--- src/rtl/counter_prog.sv ---
//------------------------------------------------------------------------------
// Module  : counter_prog
// Brief   : Programmable up-counter with runtime terminal value, periodic or
//           one-shot mode, registered terminal tick and sticky done flag.
//           Define COUNTER_PROG_EVT_CNT_EN to add the saturating o_evt_count.
// Revision: 1.0 - initial release
//------------------------------------------------------------------------------
`default_nettype none

module counter_prog #(
  parameter int unsigned WIDTH     = 16,
  parameter int unsigned EVT_WIDTH = 8
) (
  input  logic             clk,
  input  logic             rst_n,
  input  logic             i_enable,
  input  logic             i_clear,
  input  logic             i_load,
  input  logic [WIDTH-1:0] i_load_val,
  input  logic [WIDTH-1:0] i_max,
  input  logic             i_oneshot,
  output logic [WIDTH-1:0] o_count,
  output logic             o_tick,
  output logic             o_done
`ifdef COUNTER_PROG_EVT_CNT_EN
  ,
  output logic [EVT_WIDTH-1:0] o_evt_count
`endif
);

  typedef enum logic [0:0] {
    ST_RUN  = 1'b0,
    ST_DONE = 1'b1
  } state_t;

  state_t           r_state;
  state_t           w_state_nxt;
  logic [WIDTH-1:0] r_count;
  logic [WIDTH-1:0] w_count_nxt;
  logic             r_tick;
  logic             w_tick_nxt;
  logic             r_done;
  logic             w_done_nxt;
  logic             w_terminal;

  if ((WIDTH < 1) || (WIDTH > 32) || (EVT_WIDTH < 1)) begin : g_param_check
    $error("counter_prog: WIDTH must be 1..32 and EVT_WIDTH at least 1");
  end

  // Compare with >= so a lowered i_max or an oversized load ends the period
  // on the next enabled cycle instead of wrapping through 2^WIDTH.
  assign w_terminal = (r_state == ST_RUN) && i_enable && !i_clear && !i_load
                      && (r_count >= i_max);

  always_ff @(posedge clk or negedge rst_n) begin
    if (!rst_n) begin
      r_state <= ST_RUN;
      r_count <= '0;
      r_tick  <= 1'b0;
      r_done  <= 1'b0;
    end else begin
      r_state <= w_state_nxt;
      r_count <= w_count_nxt;
      r_tick  <= w_tick_nxt;
      r_done  <= w_done_nxt;
    end
  end

  always_comb begin
    w_state_nxt = r_state;
    w_count_nxt = r_count;
    w_tick_nxt  = 1'b0;
    w_done_nxt  = r_done;

    if (i_clear) begin
      w_state_nxt = ST_RUN;
      w_count_nxt = '0;
      w_done_nxt  = 1'b0;
    end else if (i_load) begin
      w_state_nxt = ST_RUN;
      w_count_nxt = i_load_val;
      w_done_nxt  = 1'b0;
    end else if (w_terminal) begin
      w_tick_nxt = 1'b1;
      if (i_oneshot) begin
        w_state_nxt = ST_DONE;
        w_count_nxt = i_max;
        w_done_nxt  = 1'b1;
      end else begin
        w_count_nxt = '0;
      end
    end else if ((r_state == ST_RUN) && i_enable) begin
      // r_count < i_max here, so the increment cannot overflow.
      w_count_nxt = r_count + WIDTH'(1);
    end
  end

  assign o_count = r_count;
  assign o_tick  = r_tick;
  assign o_done  = r_done;

`ifdef COUNTER_PROG_EVT_CNT_EN
  logic [EVT_WIDTH-1:0] r_evt_count;
  logic [EVT_WIDTH-1:0] w_evt_count_nxt;

  always_comb begin
    w_evt_count_nxt = r_evt_count;
    if (i_clear) begin
      w_evt_count_nxt = '0;
    end else if (w_terminal && (r_evt_count != {EVT_WIDTH{1'b1}})) begin
      w_evt_count_nxt = r_evt_count + EVT_WIDTH'(1);
    end
  end

  always_ff @(posedge clk or negedge rst_n) begin
    if (!rst_n) begin
      r_evt_count <= '0;
    end else begin
      r_evt_count <= w_evt_count_nxt;
    end
  end

  assign o_evt_count = r_evt_count;
`endif

endmodule

`default_nettype wire
--- config.mk ---
export PLATFORM = sky130hd
export DESIGN_NAME = counter_prog
export DESIGN_NICKNAME = d
export VERILOG_FILES = /design/src/rtl/counter_prog.sv
export SDC_FILE = /design/constraint.sdc
export NUM_CORES = 1
export LEC_CHECK = 0
export ABC_AREA = 1
export CAP_MARGIN = 15
export CORE_MARGIN = 1.5
export CORE_UTILIZATION = 45
export DETAILED_ROUTE_END_ITERATION = 12
export GPL_TIMING_DRIVEN = 0
export PLACE_DENSITY_LB_ADDON = 0.3
export SYNTH_ARGS = -nofsm -noshare
export SYNTH_HDL_FRONTEND = slang
export SYNTH_SLANG_ARGS = --single-unit
--- constraint.sdc ---
create_clock -name clk -period 1.63 [get_ports clk]
set_clock_uncertainty 0.05 [all_clocks]
set_input_delay 0.4075 -clock clk [delete_from_list [all_inputs] [get_ports clk]]
set_output_delay 0.4075 -clock clk [all_outputs]
set_load 0.02 [all_outputs]
==> impl_metrics.tcl, run 1 <==
set metrics [dict create \
    status "finished with violations" \
    violations "negative setup slack" \
    ir_worst_vdd_mv 0.350 \
    htree_levels 1 \
    final_common_cell "nand2_1" \
    first_global_vias 2333 \
    die_x_um 70.8 \
    syn_area_per_cell_um2 6.20 \
    fmax_ghz 0.489 \
    rows 24 \
    drv_slew 0 \
    cts_root_buf "clkbuf_8" \
    die_h_um 70.8 \
    p_per_area_nw_per_um2 544 \
    yosysSeqAreaShare 0.218 \
    drtIter0Drc 168 \
    nNetsFinal 459 \
    critPathMaxFanout 6 \
    synth_edf_count 0 \
    hold_buffers 0 \
    synth_adder_area_share 0.103 \
    grt_max_degree 19 \
    synth-compound-area-share 0.0278 \
    cpPeakStageDelay_ps 430 \
    num-fill-cells 368 \
    synth_top_family_by_area "simple AND/OR/NAND/NOR gates" \
    clock_path_buffers 2 \
    path_clk_slew_ps 80 \
    fin_ws_ps -415 \
    final_util 0.700 \
    grt_pass1_wl_um 10400 \
    core_area_um2 4380 \
    wl_per_cell_um 13.7 \
    drive_above_1_share 0.258 \
    initial_utilization 0.472 \
    clock_latency_ps 260 \
    end_kind "register" \
    synth_seq_cells 18 \
    post-route-period-util 1.25 \
    grt_util_all_layers 0.257 \
    start_kind "register" \
    yosys.cell_types.count 29 \
    syn_area_um2 2070 \
    antenna_found_initial 0 \
    synth_flop_cell "dfrtp_1" \
    async_reset_ff_frac 1.00 \
    synth_top_area_share 0.218 \
    firstDrtPassIters 4 \
    rsz0062_at_grt "yes" \
    arrival_ps 2150 \
    cts_tree "built" \
    dp_slack_ps -914 \
    synthMuxAreaShare 0 \
    die_area_um2 5020 \
    vias_per_cell 5.14 \
    holdWs_ps 511 \
    synth_warnings 0 \
    syn-instance-count 334 \
    placed_area_um2 2810 \
    yosys.area.top_type "dfrtp_1" \
    tightestPinTransition_ps 846 \
    hp-class "register to register" \
    period_needed_ps 2040 \
    crit_type "register to register" \
    cpMaxStageDelayCell "dfrtp_2" \
    io_buffers 54 \
    ant_nets 0 \
    synth-simple-area-share 0.436 \
    drv_cap 0 \
    clock_sinks 18 \
    wl_um 6250 \
    place.gp.congestion 0.937 \
    final_area_um2 3070 \
    crit_chain "ha_4, nand2_2, nor2_1, nor2_1, nand2_1, nand2_1, nand2_2, nand2_2, nand2_4, nand2_8, buf_6, nand2_1, nand3_1, nand2_1, nand2_1" \
    grt_overflow 0 \
    layout_common_cells "nand2_1, inv_1, nor2_1" \
    n_antenna_cell 0 \
    leakagePower_nw 1.64 \
    io_pins 56 \
    timing.critical_path.mode_cell "nand2_1" \
    synth.area.top_cells "dfrtp_1, nand2_1, ha_1, inv_1, nand3_1" \
    synth-xor-area-share 0.0550 \
    numCtsBuffers 3 \
    hold_viol 0 \
    crit_required_ps 1730 \
    syn2layout_area_growth_pct 48.2 \
    drc_errors 0 \
    finalSetupTns_ps -6550 \
    relSlewSlack 0.434 \
    dr_total_vias 2338 \
    synth_nets 389 \
    setup_viol 18 \
    dp.final_hpwl_um 4180 \
]
[state kept, by name, indices dropped and copies added, names as in the netlist]
| signal | flops |
|---|---|
| o_count | 16 |
| o_done | 1 |
| o_tick | 1 |
[routing by layer]
layer	global-route usage	up-vias	part of all wire
met5	0	-	0
met3	0.0413	15	0.064
met2	0.432	91	0.49
met1	0.327	1069	0.42
li1	-	1163	-
met4	0.107	0	0.024
[final timing paths]
| check | start | end | slack (ps) | cells after the start |
|---|---|---|---|---|
| min in group asynchronous | rst_n | o_count[15] | 570 | 1 |
| hold reg to reg | o_done | o_done | 510 | 2 |
| max in group asynchronous | rst_n | o_count[7] | 370 | 1 |
| setup / recovery | o_count[1] | o_count[7] | -410 | 15 |
| hold / removal | o_done | o_done | 510 | 2 |
| setup reg to reg | o_count[1] | o_count[7] | -410 | 15 |
[report_power, final]
group          switching (mW)  internal (mW)  leakage (nW)  total [mW]
logic                   0.405          0.331          1.39       0.737
clock network           0.171          0.215        0.0288       0.386
registers              0.0598          0.487         0.217       0.547
[stage by stage]
stage | cells | power, mW
6_report | 455 | 1.67
4_1_cts | 455 | 1.63
2_1_floorplan | 334 | 0.932
5_1_grt | 455 | 1.78
3_3_place_gp | 440 | 1.18
3_5_place_dp | 440 | 1.20
[layout make-up]
class                   count  area, µm²  area share
plain buffers              12        115      0.0375
clock buffers               4       55.1      0.0179
inverters                  57        214      0.0697
multi-input cells         247       1550       0.505
flip-flops and latches     18        468       0.153
well taps                  52       65.1      0.0212
repair buffers             65        602       0.196
[synth_stat cells (3+ instances only)]
master	number
a21oi_1	7
buf_6	3
clkbuf_8	3
dfrtp_1	18
ha_1	17
inv_1	55
nand2_1	114
nand3_1	38
nand4_1	4
nor2_1	37
xor2_1	12
[logic make-up after synthesis]
kind of cell,count (synthesis)
compound gates,11
fa+ha+maj,17
flops,18
buf+inv,69
xor+xnor,13
simple gates,206
[critical path, delay by kind of cell, from the launching register on]
family | cells | cell delay, ps
buffers and inverters | 1 | 150
and+or+nand+nor | 13 | 1040
DFF | 1 | 430
adders and majority gates | 1 | 270
[repair_timing]
action | 4_1_cts | 5_1_grt
resized for setup | 76 | 17
buffers inserted | 9 | 0
cloned | 2 | 0
pin swaps | 27 | 15
endpoints found under the setup margin | 36 | 22
Power figures use the tool's default switching activity.
==> inputs of run 2 (changes only) <==
--- a/config.mk
+++ b/config.mk
@@ -11,6 +11,7 @@
 export CORE_UTILIZATION = 45
 export DETAILED_ROUTE_END_ITERATION = 12
 export GPL_TIMING_DRIVEN = 0
+export HOLD_SLACK_MARGIN = 0.15
 export PLACE_DENSITY_LB_ADDON = 0.3
 export SYNTH_ARGS = -nofsm -noshare
 export SYNTH_HDL_FRONTEND = slang
==> results of run 2 <==
No change in the layout: final DEF, timing and power equal those of run 1.
